===== src/rtl/escaner_filas.sv =====
// Row-driving 4x4 keypad scanner: walks a one-hot row, debounces press and
// release, and emits one {row,col} code per keypress with a one-cycle strobe.
module escaner_filas #(
  parameter int SCAN_DIV = 1000,
  parameter int DEBOUNCE = 4
) (
  input  logic       clk_Teclado,
  input  logic       rst_n,
  input  logic [3:0] Columna,
  output logic [3:0] Fila,
  output logic [7:0] cod,
  output logic       cod_valid,
  output logic       key_down
);

  localparam int            PW       = (SCAN_DIV > 1) ? $clog2(SCAN_DIV) : 1;
  localparam logic [PW-1:0] DIV_LAST = PW'(SCAN_DIV - 1);
  localparam logic [3:0]    DEB_N    = 4'(DEBOUNCE);

  typedef enum logic [2:0] {IDLE, SCAN, DEB, EMIT, HOLD} state_t;

  state_t        state_reg, state_next;
  logic [PW-1:0] pre_reg;
  logic          tick;
  logic          col_onehot;
  logic [3:0]    fila_reg, fila_next;
  logic [3:0]    row_reg, row_next;
  logic [3:0]    col_reg, col_next;
  logic [3:0]    cnt_reg, cnt_next;
  logic [3:0]    rcnt_reg, rcnt_next;
  logic [7:0]    cod_reg, cod_next;
  logic          cod_valid_reg, key_down_reg;

  assign tick       = (pre_reg == DIV_LAST);
  assign col_onehot = (Columna != 4'd0) && ((Columna & (Columna - 4'd1)) == 4'd0);

  always_ff @(posedge clk_Teclado or negedge rst_n) begin
    if (!rst_n) pre_reg <= '0;
    else        pre_reg <= tick ? '0 : pre_reg + 1'b1;
  end

  always_comb begin
    state_next = state_reg;
    fila_next  = fila_reg;
    row_next   = row_reg;
    col_next   = col_reg;
    cnt_next   = cnt_reg;
    rcnt_next  = rcnt_reg;
    case (state_reg)
      IDLE: begin
        fila_next = 4'b1111;
        if (tick && col_onehot) begin
          state_next = SCAN;
          fila_next  = 4'b1000;
        end
      end
      SCAN: begin
        if (tick) begin
          if (col_onehot) begin
            row_next   = fila_reg;
            col_next   = Columna;
            cnt_next   = 4'd1;
            state_next = (DEBOUNCE == 1) ? EMIT : DEB;
          end else if (fila_reg == 4'b0001) begin
            state_next = IDLE;
            fila_next  = 4'b1111;
          end else begin
            fila_next = fila_reg >> 1;
          end
        end
      end
      DEB: begin
        if (tick) begin
          if (Columna == col_reg) begin
            cnt_next = (cnt_reg >= DEB_N) ? DEB_N : cnt_reg + 4'd1;
            if (cnt_next == DEB_N) state_next = EMIT;
          end else begin
            state_next = IDLE;
            fila_next  = 4'b1111;
          end
        end
      end
      EMIT: begin
        state_next = HOLD;
        rcnt_next  = 4'd0;
      end
      HOLD: begin
        if (tick) begin
          if (Columna == 4'd0) rcnt_next = (rcnt_reg >= DEB_N) ? DEB_N : rcnt_reg + 4'd1;
          else                 rcnt_next = 4'd0;
          if (rcnt_next == DEB_N) begin
            state_next = IDLE;
            fila_next  = 4'b1111;
          end
        end
      end
      default: begin
        state_next = IDLE;
        fila_next  = 4'b1111;
      end
    endcase
  end

  // Code is captured on the transition into EMIT so the strobe lands in the EMIT cycle.
  always_comb begin
    cod_next = cod_reg;
    if (state_next == EMIT) cod_next = {row_next, col_next};
  end

  always_ff @(posedge clk_Teclado or negedge rst_n) begin
    if (!rst_n) begin
      state_reg     <= IDLE;
      fila_reg      <= 4'b1111;
      row_reg       <= 4'd0;
      col_reg       <= 4'd0;
      cnt_reg       <= 4'd0;
      rcnt_reg      <= 4'd0;
      cod_reg       <= 8'd0;
      cod_valid_reg <= 1'b0;
      key_down_reg  <= 1'b0;
    end else begin
      state_reg     <= state_next;
      fila_reg      <= fila_next;
      row_reg       <= row_next;
      col_reg       <= col_next;
      cnt_reg       <= cnt_next;
      rcnt_reg      <= rcnt_next;
      cod_reg       <= cod_next;
      cod_valid_reg <= (state_next == EMIT);
      key_down_reg  <= (state_next == EMIT) || (state_next == HOLD);
    end
  end

  assign Fila      = fila_reg;
  assign cod       = cod_reg;
  assign cod_valid = cod_valid_reg;
  assign key_down  = key_down_reg;

endmodule


===== config.mk =====
export PLATFORM = sky130hd
export DESIGN_NAME = escaner_filas
export DESIGN_NICKNAME = d
export VERILOG_FILES = /design/src/rtl/escaner_filas.sv
export SDC_FILE = /design/constraint.sdc
export NUM_CORES = 1
export LEC_CHECK = 0
export ABC_CLOCK_PERIOD_IN_PS = 3600
export CAP_MARGIN = 0
export CORE_ASPECT_RATIO = 1.5
export CORE_MARGIN = 1.5
export CORE_UTILIZATION = 40
export DETAILED_ROUTE_END_ITERATION = 10
export SLEW_MARGIN = 20
export SYNTH_ARGS = -nofsm -noshare
export SYNTH_HDL_FRONTEND = slang
export SYNTH_SLANG_ARGS = --single-unit

===== constraint.sdc =====
create_clock -name clk_Teclado -period 3.6 [get_ports clk_Teclado]
set_input_delay 0.54 -clock clk_Teclado [delete_from_list [all_inputs] [get_ports clk_Teclado]]
set_output_delay 0.54 -clock clk_Teclado [all_outputs]
set_load 0.1 [all_outputs]

Word-level counts from Yosys, hierarchy flattened
Cells that the tools add are included.
W data, S select, Z words.
{ "op_classes": {"add_sub_neg": 4, "n_lt_le_gt_ge": 2, "n_eq_ne": 19, "mux": 38, "bitwise_logic": 2, "reduce_logical": 12} }
{ "op_table": {"columns": ["cell", "count"], "rows": [
  ["$mux W4", 23],
  ["$mux W3", 10],
  ["$pmux W4 S5", 1],
  ["$ne A2 B2 Y1 const B", 8],
  ["$pmux W4 S2", 2],
  ["$pmux W3 S5", 1],
  ["$add A10 B1 Y10 const B", 1],
  ["$eq A10 B10 Y1 const B", 1],
  ["$mux W10", 1],
  ["$eq A3 B2 Y1 const B", 3],
  ["$add A4 B1 Y4 const B", 2],
  ["$eq A4 B3 Y1 const B", 2],
  ["$ge A4 B3 Y1 const B", 2],
  ["$logic_not A4 Y1", 2],
  ["$reduce_and A7 Y1", 1],
  ["$eq A3 B3 Y1 const B", 2],
  ["$reduce_and A5 Y1", 1],
  ["$and A4 B4 Y4", 1],
  ["$eq A4 B1 Y1 const B", 1],
  ["$eq A4 B4 Y1", 1],
  ["$reduce_bool A2 Y1", 2],
  ["$reduce_bool A4 Y1", 1],
  ["$sub A4 B1 Y4 const B", 1],
  ["$eq A3 B1 Y1 const B", 1],
  ["5 further kinds", 6]
]} }
{ "totals": {"ff_bits": 43, "inputBits": 6, "out_inout_bits": 14, "wordCells": 87} }

Logic depth before layout (Yosys ltp)
Gate-level depths: netlist of run 1.
{ "logic_depth": {"ltp_word": 11, "mapped_depth": 8, "mapped_depth_nobuf": 6} }

Least setup slack after synthesis of run 1
OpenSTA, ideal clock, no wires.
{ "synth_path": {"path_kind": "input -> register", "startpoint": "in Columna[2]", "endpoint": "reg cod_reg[1] (netlist: cod[1])", "arrival_ns": 2.089, "path_slack_ns": 1.385, "path_stages": 7, "n_path_buf": 2, "path_cell_list": "buf_2 nor4b_1 a211oi_2 nor3b_2 buf_6 mux2_4 mux2_4"} }
{ "synth_between": {"word_cells_on_any_way": 24} }
{ "synth_rtl": {"columns": ["item", "line", "text"], "rows": [
  ["from (decl)", "9", "input logic [3:0] Columna,"],
  ["$sub A4 B1 Y4", "35", "assign col_onehot = (Columna != 4'd0) && ((Columna & (Columna - 4'd1)) == 4'd0);"],
  ["$and A4 B4 Y4", "35", null],
  ["$logic_not A4 Y1", "35", null],
  ["$logic_and A1 B1 Y1 *", "35", null],
  ["$mux W4 *", "59", "if (col_onehot) begin"],
  ["$mux W4 *", "58", "if (tick) begin"],
  ["$mux W4 *", "49", "case (state_reg)"],
  ["named net col_next[1]", "28", "logic [3:0] col_reg, col_next;"],
  ["to (signal assigned)", "128", "cod_reg <= cod_next;"],
  ["to (decl)", "31", "logic [7:0] cod_reg, cod_next;"]
]} }
Mark *: on every way through the listed nets, which the timed path passes. The rest lies on a longest branch. The select of a mux whose other input is x is not followed.
A chain may end at the register's enable or synchronous reset.

Worst setup path in the final report of run 1
{ "layout_path": {"startpoint": "in Columna[1]", "endpoint": "reg cod_reg[2] (netlist: cod[2])"} }
Same word-level chain as after synthesis.

==> out/qor.csv, run 1 <==
metric;value;unit
area grow syn2layout;18.3;%
Seq cells post-synth;43;
Worst slew margin;0.346;
TritonRoute pass-1 iters;4;
most frequent cell after synthesis;dfrtp_1;
post-synthesis compound-gate area fraction;0.0818;
final hold violation count;0;
nets;214;
Psw;0.182;mW
# fillers;495;
initial antenna violation count;0;
HPWL after DPL;2840;µm
via count;1444;
gr ovfl total;0;
final instance area;0.00252;mm²
post-synthesis xor/xnor area fraction;0.0453;
largest net degree at the start of global routing;44;
CTS tree;yes;
Worst Reg-to-Reg Cells;7;
I/O pin cnt;20;
Peak supply drop;256;µV
post_cts resized;0;
Synth area leaders;dfrtp_1 (46%), mux2_4 (9.9%), dfstp_2 (4.9%);
GP Congestion;0.740;
reg2reg end;cod[2];
Root Driver;clkbuf_8;
minimum clock period;2590;ps
dominant synthesized flop cell;dfrtp_1;
Sw Ratio;0.202;
DRT iter0 DRCs;22;
CP max FO;8;
Hold WC Path Type;primary input to asynchronous set/reset pin;
Power Density;358;mW/mm²
Post-Syn Area;0.00213;mm²
Gate power share;0.033;
ys async rst share;1.00;
number of flops mapped to enable cells by yosys;0;
Placement Cell Area;0.00237;mm²
status;completed;
Fmax;385;MHz
Sequential Power Share;0.536;
largest family of logic cells by synthesized area;simple AND/OR/NAND/NOR gates;
unrepaired setup endpoints after global routing;false;
worst skew pair latency;290;ps
Clock power frac;0.431;
R2R setup slack;1060;ps
final clock skew;4.76;ps
number of setup buffers added after CTS;0;
Worst Max-Slew Pin Slew;978;ps
CP max stage delay;600;ps
Antenna Nets Post-Route;0;
Finished Layout Cells;274;
I/O Buffers;19;
Clock transition at path regs;80;ps
Post-Synthesis Cells;183;
Synth area leader;dfrtp_1;
die width;62.5;µm
proportion of synthesized area in mux cells;0.145;
share of post-route cells with drive strength above 1;0.199;
max reg flops;10;
Seq/Total Area, Yosys;0.508;
critical path arrival;2780;ps
Core Area;0.00512;mm²
CP Data Required Time;3780;ps
Synth top cells by count;dfrtp_1 (39), nor2_1 (23), mux2_4 (14), nand2_1 (9);
worst r2r src;pre_reg[0];
Setup crit end kind;flip-flop;
final WL;3990;µm
Final Max Tran Viols;0;
total CTS buffers;5;
P_leak;1.14;nW
Slowest-stage cell, CP;clkdlybuf4s50_1;
syn_area_per_cell;11.6;µm²
num rows;32;
clock buffer depth;2;
startpoint types;primary input;
cts hold-fix bufs;0;
most frequent CP cell;mux2_4;
Setup Crit Path Kind;primary input to flip-flop;
synth warn;0;
setup TNS;0;ps
mean routed wirelength per cell;14.6;µm
max cap viols;0;
# diodes;0;
adder-cell share of the synthesized area;0.0176;
global-route usage over all layers;0.148;
residual DRC count;0;
crit path cell chain;clkdlybuf4s50_1 > nor4b_1 > a211oi_2 > nor3b_2 > buf_4 > mux2_4 > mux2_4;
# clock sinks;43;
Initial Util;0.415;
count of cell types in the netlist;46;
vias in the first global route;1494;
top cell type's share of synthesized area;0.459;
Final Setup Violations;0;
Hold Slack;202;ps
Die Y;92.3;µm
first-pass GRT wire length;6740;µm
Tcrit/Tclk final;0.721;
Post-Syn Nets;192;
Synth Area in Simple Gates;0.173;
H-tree Lvls;2;
vias per cell;5.27;
Internal Pwr Total;0.719;mW
die area;0.00577;mm²
Post-Place Cells;265;
## metrics by stage
step	setup WS [ps]	total power, mW	utilization
final	1010	0.900	0.491
after detailed placement	695	0.519	0.463
after global placement	687	0.518	0.463
after global routing	903	0.930	0.491
after floorplan	1390	0.501	-
after CTS	986	0.910	0.486
## cell families (layout without fill, tap and decap cells)
logic type               count (synthesis)  count (layout)
XOR/XNOR                                11              11
buffers and inverters                   11              34
multiplexers                            23              23
adder cells (fa/ha/maj)                  3               3
flip-flops                              43              43
AO/OA/AOI/OAI                           25              25
AND/OR/NAND/NOR                         67              67
## layer usage
layer  vias up  routed length (µm)  GRT usage  share of wire
li1        686                   -          -              -
met1       733                1590      0.160           0.40
met2        20                2210      0.277           0.56
met3         5                 119     0.0328          0.030
met4         0                  67     0.0593          0.017
met5         -                   0          0              0
## area by class of cell
cell class                 instances  area, µm²  area share
clock buffer                       6       82.6      0.0328
inverter                           4       15.0     0.00597
multi-input combinational        129        990       0.393
clock inverter                     2       35.0      0.0139
tap                               68       85.1      0.0338
timing repair buffer              22        228      0.0905
sequential                        43       1080       0.430
## worst max-delay path: cells and delay by family
family                 cells  cell delay, ps
muxes                      2             590
buffers and inverters      2             870
AOI/OAI and AO/OA          1             130
and+or+nand+nor            2             640
## how the worst max path moves through the flow
stage	to	slack, ps	cells past startpoint	startpoint
2_1_floorplan	cod[1]	1390	7	Columna[2]
3_3_place_gp	cod[2]	690	7	Columna[2]
3_5_place_dp	cod[2]	690	7	Columna[2]
4_1_cts	Fila[2]	990	1	Fila[2]
5_1_grt	cod[2]	900	7	Columna[1]
6_report	cod[2]	1010	7	Columna[1]
## power by group through the flow
stage / Sequential, mW / Clock [mW] / Combinational, mW
finish: 0.483 / 0.388 / 0.0298
global route: 0.483 / 0.413 / 0.0338
CTS: 0.483 / 0.401 / 0.0271
detailed placement: 0.492 / 0 / 0.0269
global placement: 0.492 / 0 / 0.0259
floorplan: 0.492 / 0 / 0.00865
## placed cells by master (no fill, tap or decap), types with 2 or more instances in the layout
cell / count
a31oi_1: 2
a21o_1: 2
nand2b_1: 5
nand3_1: 4
xor2_1: 5
o21ai_0: 6
a21oi_1: 5
inv_1: 4
nor4b_1: 3
nand2_1: 9
ha_1: 3
nor3_1: 2
nor2b_1: 3
dfstp_2: 4
o221ai_1: 2
nor2_1: 23
clkdlybuf4s50_1: 18
mux2_4: 14
mux2_1: 2
and2_1: 2
mux2i_1: 2
and3_1: 4
mux2_2: 5
clkbuf_8: 6
dfrtp_1: 39
buf_4: 2
xnor2_1: 6
No activity file was read; power rests on OpenSTA's default activity.
==> run 2, diff against run 1 <==
- ABC_CLOCK_PERIOD_IN_PS: 3600 -> 2600
- clock period: 3.6 -> 2.6 ns (I/O delays scaled with it)
==> out/qor.csv, run 2 (same netlist as run 1, synthesis figures left out) <==
metric;value;unit;change
total power draw;1.11;mW;+24%
largest net degree at the start of global routing;44;;unchanged
P_leak;1.18;nW;+3.3%
Peak supply drop;282;µV;+10%
Sequential Power Share;0.600;;+0.064
Psw;0.240;mW;+32%
initial antenna violation count;0;;unchanged
CP Data Required Time;2770;ps;-1010 ps
Finished Layout Cells;283;;+3.3%
Gate power share;0.038;;+0.005
Fmax;442;MHz;
TritonRoute pass-1 iters;4;;unchanged
Slowest-stage cell, CP;dfrtp_1;;
Setup crit end kind;flip-flop;;
I/O pin cnt;20;;unchanged
most frequent CP cell;buf_4;;
startpoint types;flip-flop;;
GP Congestion;0.706;;-4.6%
Power Density;446;mW/mm²;+25%
mean routed wirelength per cell;14.3;µm;-1.4%
R2R setup slack;340;ps;-720 ps
clock buffer depth;2;;unchanged
via count;1455;;+0.76%
HPWL after DPL;3010;µm;+5.8%
worst r2r src;pre_reg[0];;
nets;223;;+4.2%
CTS tree;yes;;
number of setup buffers added after CTS;0;;unchanged
Antenna Nets Post-Route;0;;unchanged
Setup Crit Path Kind;flip-flop to flip-flop;;
global-route usage over all layers;0.157;;+0.00884
delay-heaviest family, CP;simple AND/OR/NAND/NOR gates;;
Sw Ratio;0.215;;+0.0132
residual DRC count;0;;unchanged
Internal Pwr Total;0.874;mW;+22%
share of post-route cells with drive strength above 1;0.288;;+0.0893
Worst Reg-to-Reg Cells;8;;+1
CP max FO;19;;+11
DRT iter0 DRCs;45;;+100%
vias per cell;5.14;;-2.4%
vias in the first global route;1553;;+3.9%
CP Buf/Inv Count;2;;unchanged
first-pass GRT wire length;7230;µm;+7.3%
Final Max Tran Viols;0;;unchanged
minimum clock period;2260;ps;
Core Area;0.00512;mm²;unchanged
Clock transition at path regs;80;ps;about the same
setup TNS;0;ps;unchanged
final hold violation count;0;;unchanged
die area;0.00577;mm²;unchanged
# diodes;0;;unchanged
H-tree Lvls;2;;unchanged
unrepaired setup endpoints after global routing;false;;
post_cts resized;0;;unchanged
CP max stage delay;400;ps;-200 ps
final clock skew;4.61;ps;-0.158 ps
Final Setup Violations;0;;unchanged
reg2reg end;cod[1];;
Worst slew margin;0.634;;+0.288
Worst Max-Slew Pin Slew;549;ps;-429 ps
Post-Place Cells;275;;+3.8%
total CTS buffers;5;;unchanged
worst skew pair latency;290;ps;about the same
status;completed;;
area grow syn2layout;17.3;%;
Root Driver;clkbuf_8;;
max cap viols;0;;unchanged
final WL;4060;µm;+1.9%
most frequent cells in the layout;dfrtp_1 (39), buf_4 (27), nor2_1 (23), mux2_4 (14), nand2_1 (9);;
# clock sinks;43;;unchanged
crit path cell chain;ha_1 > nand4b_1 > nor3_2 > buf_4 > a21oi_1 > or2_1 > buf_4 > mux2_4;;
die width;62.5;µm;unchanged
# fillers;499;;+0.81%
max reg flops;10;;unchanged
num rows;32;;unchanged
Initial Util;0.415;;unchanged
Die Y;92.3;µm;unchanged
Tcrit/Tclk final;0.869;;
cts hold-fix bufs;0;;unchanged
I/O Buffers;19;;unchanged
Hold WC Path Type;primary input to asynchronous set/reset pin;;
critical path arrival;2430;ps;-350 ps
commonest non-fill, non-tap cell in the layout;dfrtp_1;;
gr ovfl total;0;;unchanged
Clock power frac;0.362;;-0.069
[run 2: cell type report]
type / count / area [µm²] / share of cell area
Timing Repair Buffer: 31 / 243 / 0.0973
Tap cell: 68 / 85.1 / 0.0341
Sequential cell: 43 / 1080 / 0.433
Clock buffer: 7 / 76.3 / 0.0306
Inverter: 4 / 15.0 / 0.00602
Clock inverter: 1 / 5.00 / 0.00201
Multi-Input combinational cell: 129 / 990 / 0.397
[run 2: worst max path at each step]
stage / from / endpoint / cells past startpoint
finish: pre_reg[0] / cod[1] / 8
global route: pre_reg[0] / Fila[2] / 7
CTS: Columna[3] / cod[7] / 7
detailed placement: Columna[3] / cod[7] / 7
global placement: Columna[3] / cod[7] / 7
floorplan: Columna[2] / cod[1] / 7
[run 2: worst reg2reg max path: stages (launching register included)]
cell      delay, ps
dfrtp_1         400
ha_1            220
nand4b_1        170
nor3_2          240
buf_4           280
a21oi_1         100
or2_1           250
buf_4           190
mux2_4          310
[run 2: power groups by stage]
stage	Sequential (mW)	Clock [mW]	Combinational, mW
2_1_floorplan	0.682	0	0.0120
3_3_place_gp	0.682	0	0.0416
3_5_place_dp	0.682	0	0.0432
4_1_cts	0.668	0.417	0.0432
5_1_grt	0.668	0.446	0.0475
6_report	0.668	0.403	0.0425
[run 2: per-layer routing]
layer | global-route usage | wire (µm) | up-vias | part of all wire
met5 | 0 | 0 | - | 0
met4 | 0.0574 | 48 | 0 | 0.012
met3 | 0.0365 | 140 | 6 | 0.034
met2 | 0.289 | 2210 | 26 | 0.54
met1 | 0.175 | 1660 | 715 | 0.41
li1 | - | - | 708 | -
[run 2: per-stage QoR]
step                worst slack (ps)  hold slack, ps  cell area (µm²)   util
floorplan                        535            94.4             2130      -
global placement                 102             463             2410  0.470
detailed placement              36.4             484             2410  0.470
CTS                              335             281             2490  0.486
global route                     145             130             2490  0.487
finish                           340            83.0             2490  0.487
==> run 3, diff against run 2 <==
- SLEW_MARGIN: 20 -> 40
==> out/qor.csv, run 3 (same netlist as run 1, synthesis figures left out) <==
metric;value;unit;change
met3 Use GR;0.0365;;unchanged
largest net degree at the start of global routing;44;;unchanged
Hold WC Path Type;primary input to asynchronous set/reset pin;;
via count;1455;;unchanged
final WL;4020;µm;-0.96%
# fillers;496;;-0.60%
total power draw;1.11;mW;-0.26%
Final Setup Violations;0;;unchanged
total CTS buffers;5;;unchanged
global-route met1 utilization;0.187;;+0.0122
Worst Max-Slew Pin Slew;541;ps;-8.25 ps
I/O Buffers;19;;unchanged
unrepaired setup endpoints after global routing;false;;
pre-CTS setup slack;38.0;ps;+1.63 ps
Core Area;0.00512;mm²;unchanged
CTS tree;yes;;
Worst slew margin;0.638;;+0.00472
worst skew pair latency;290;ps;about the same
mean routed wirelength per cell;14.2;µm;-0.96%
vias per cell;5.14;;unchanged
CP Data Required Time;2770;ps;about the same
# clock sinks;43;;unchanged
CP max FO;7;;-12
Die Y;92.3;µm;unchanged
commonest non-fill, non-tap cell in the layout;dfrtp_1;;
post_cts resized;0;;unchanged
# diodes;0;;unchanged
Setup Crit Path Kind;primary input to flip-flop;;
Tcrit/Tclk final;0.863;;-0.00636
Power Density;445;mW/mm²;-0.26%
die width;62.5;µm;unchanged
met2 Usage GRT;0.287;;-0.00179
TritonRoute pass-1 iters;4;;unchanged
Clock transition at path regs;70;ps;about the same
global-route usage over all layers;0.161;;+0.00373
minimum clock period;2240;ps;-16.5 ps
max cap viols;0;;unchanged
gr ovfl total;0;;unchanged
Multi-input gate area;990;µm²;unchanged
final clock skew;4.67;ps;+0.0671 ps
DRT iter0 DRCs;65;;+44%
HPWL after DPL;3010;µm;about the same
Root Driver;clkbuf_8;;
first-pass GRT wire length;7410;µm;+2.5%
Fmax;446;MHz;+0.74%
cts hold-fix bufs;0;;unchanged
I/O pin cnt;20;;unchanged
startpoint types;primary input;;
final hold violation count;0;;unchanged
max reg flops;10;;unchanged
nets;223;;unchanged
setup TNS;0;ps;unchanged
most frequent cells in the layout;dfrtp_1 (39), buf_4 (27), nor2_1 (23), mux2_4 (14), nand2_1 (9);;
vias in the first global route;1584;;+2.0%
Setup crit end kind;flip-flop;;
clock buffer depth;2;;unchanged
busiest layer in global routing;met2;;
GP Congestion;0.706;;unchanged
num rows;32;;unchanged
status;completed;;
share of post-route cells with drive strength above 1;0.288;;unchanged
initial antenna violation count;0;;unchanged
number of setup buffers added after CTS;0;;unchanged
area grow syn2layout;17.3;%;unchanged
Initial Util;0.415;;unchanged
register area;0.00108;mm²;unchanged
Final Max Tran Viols;0;;unchanged
die area;0.00577;mm²;unchanged
critical path arrival;2420;ps;about the same
Antenna Nets Post-Route;0;;unchanged
P_leak;1.18;nW;unchanged
Peak supply drop;306;µV;+8.7%
Setup WS post-layout;356;ps;+16.5 ps
H-tree Lvls;2;;unchanged
residual DRC count;0;;unchanged
[run 3: area by class of cell]
cell class,count,area share
Tap cell,68,0.0341
Clock buffer,7,0.0306
Multi-Input combinational cell,129,0.397
Inverter,4,0.00602
Clock inverter,1,0.00201
Sequential cell,43,0.433
Timing Repair Buffer,31,0.0973
[run 3: worst paths after layout]
check                       startpoint     endpoint  slack (ps)  cells after the start
max                         Columna[3]       cod[7]         360                      7
min                              rst_n  rcnt_reg[2]          70                      1
max reg2reg                 pre_reg[0]      Fila[2]         370                      7
min reg2reg                rcnt_reg[2]  rcnt_reg[0]         490                      1
max in group asynchronous        rst_n      Fila[0]        2130                      1
min in group clk_Teclado   rcnt_reg[2]  rcnt_reg[0]         490                      1
[run 3: report_power, final]
| group | internal, mW | switching, mW | total, mW |
|---|---|---|---|
| Sequential | 0.668 | 0 | 0.668 |
| Combinational | 0.0170 | 0.0250 | 0.0420 |
| Clock | 0.189 | 0.212 | 0.400 |
[run 3: worst max-delay path, cell delays in order]
cell,delay [ps]
clkdlybuf4s50_1,520
nor4b_1,380
a211oi_2,110
nor3b_2,200
buf_4,200
mux2_2,350
mux2_4,270
[run 3: metal layers]
| layer | vias up | share of wire |
|---|---|---|
| met4 | 0 | 0.015 |
| met3 | 9 | 0.029 |
| met5 | - | 0 |
| met2 | 20 | 0.55 |
| li1 | 702 | - |
| met1 | 724 | 0.41 |
[run 3: metrics by stage]
step           utilization  hold slack, ps  area (µm²)  std cells
6_report             0.487            71.0        2490        283
3_5_place_dp         0.471             418        2410        275
3_3_place_gp         0.470             463        2410        275
2_1_floorplan            -            94.4        2130        183
4_1_cts              0.487             102        2490        283
5_1_grt              0.487             127        2490        283
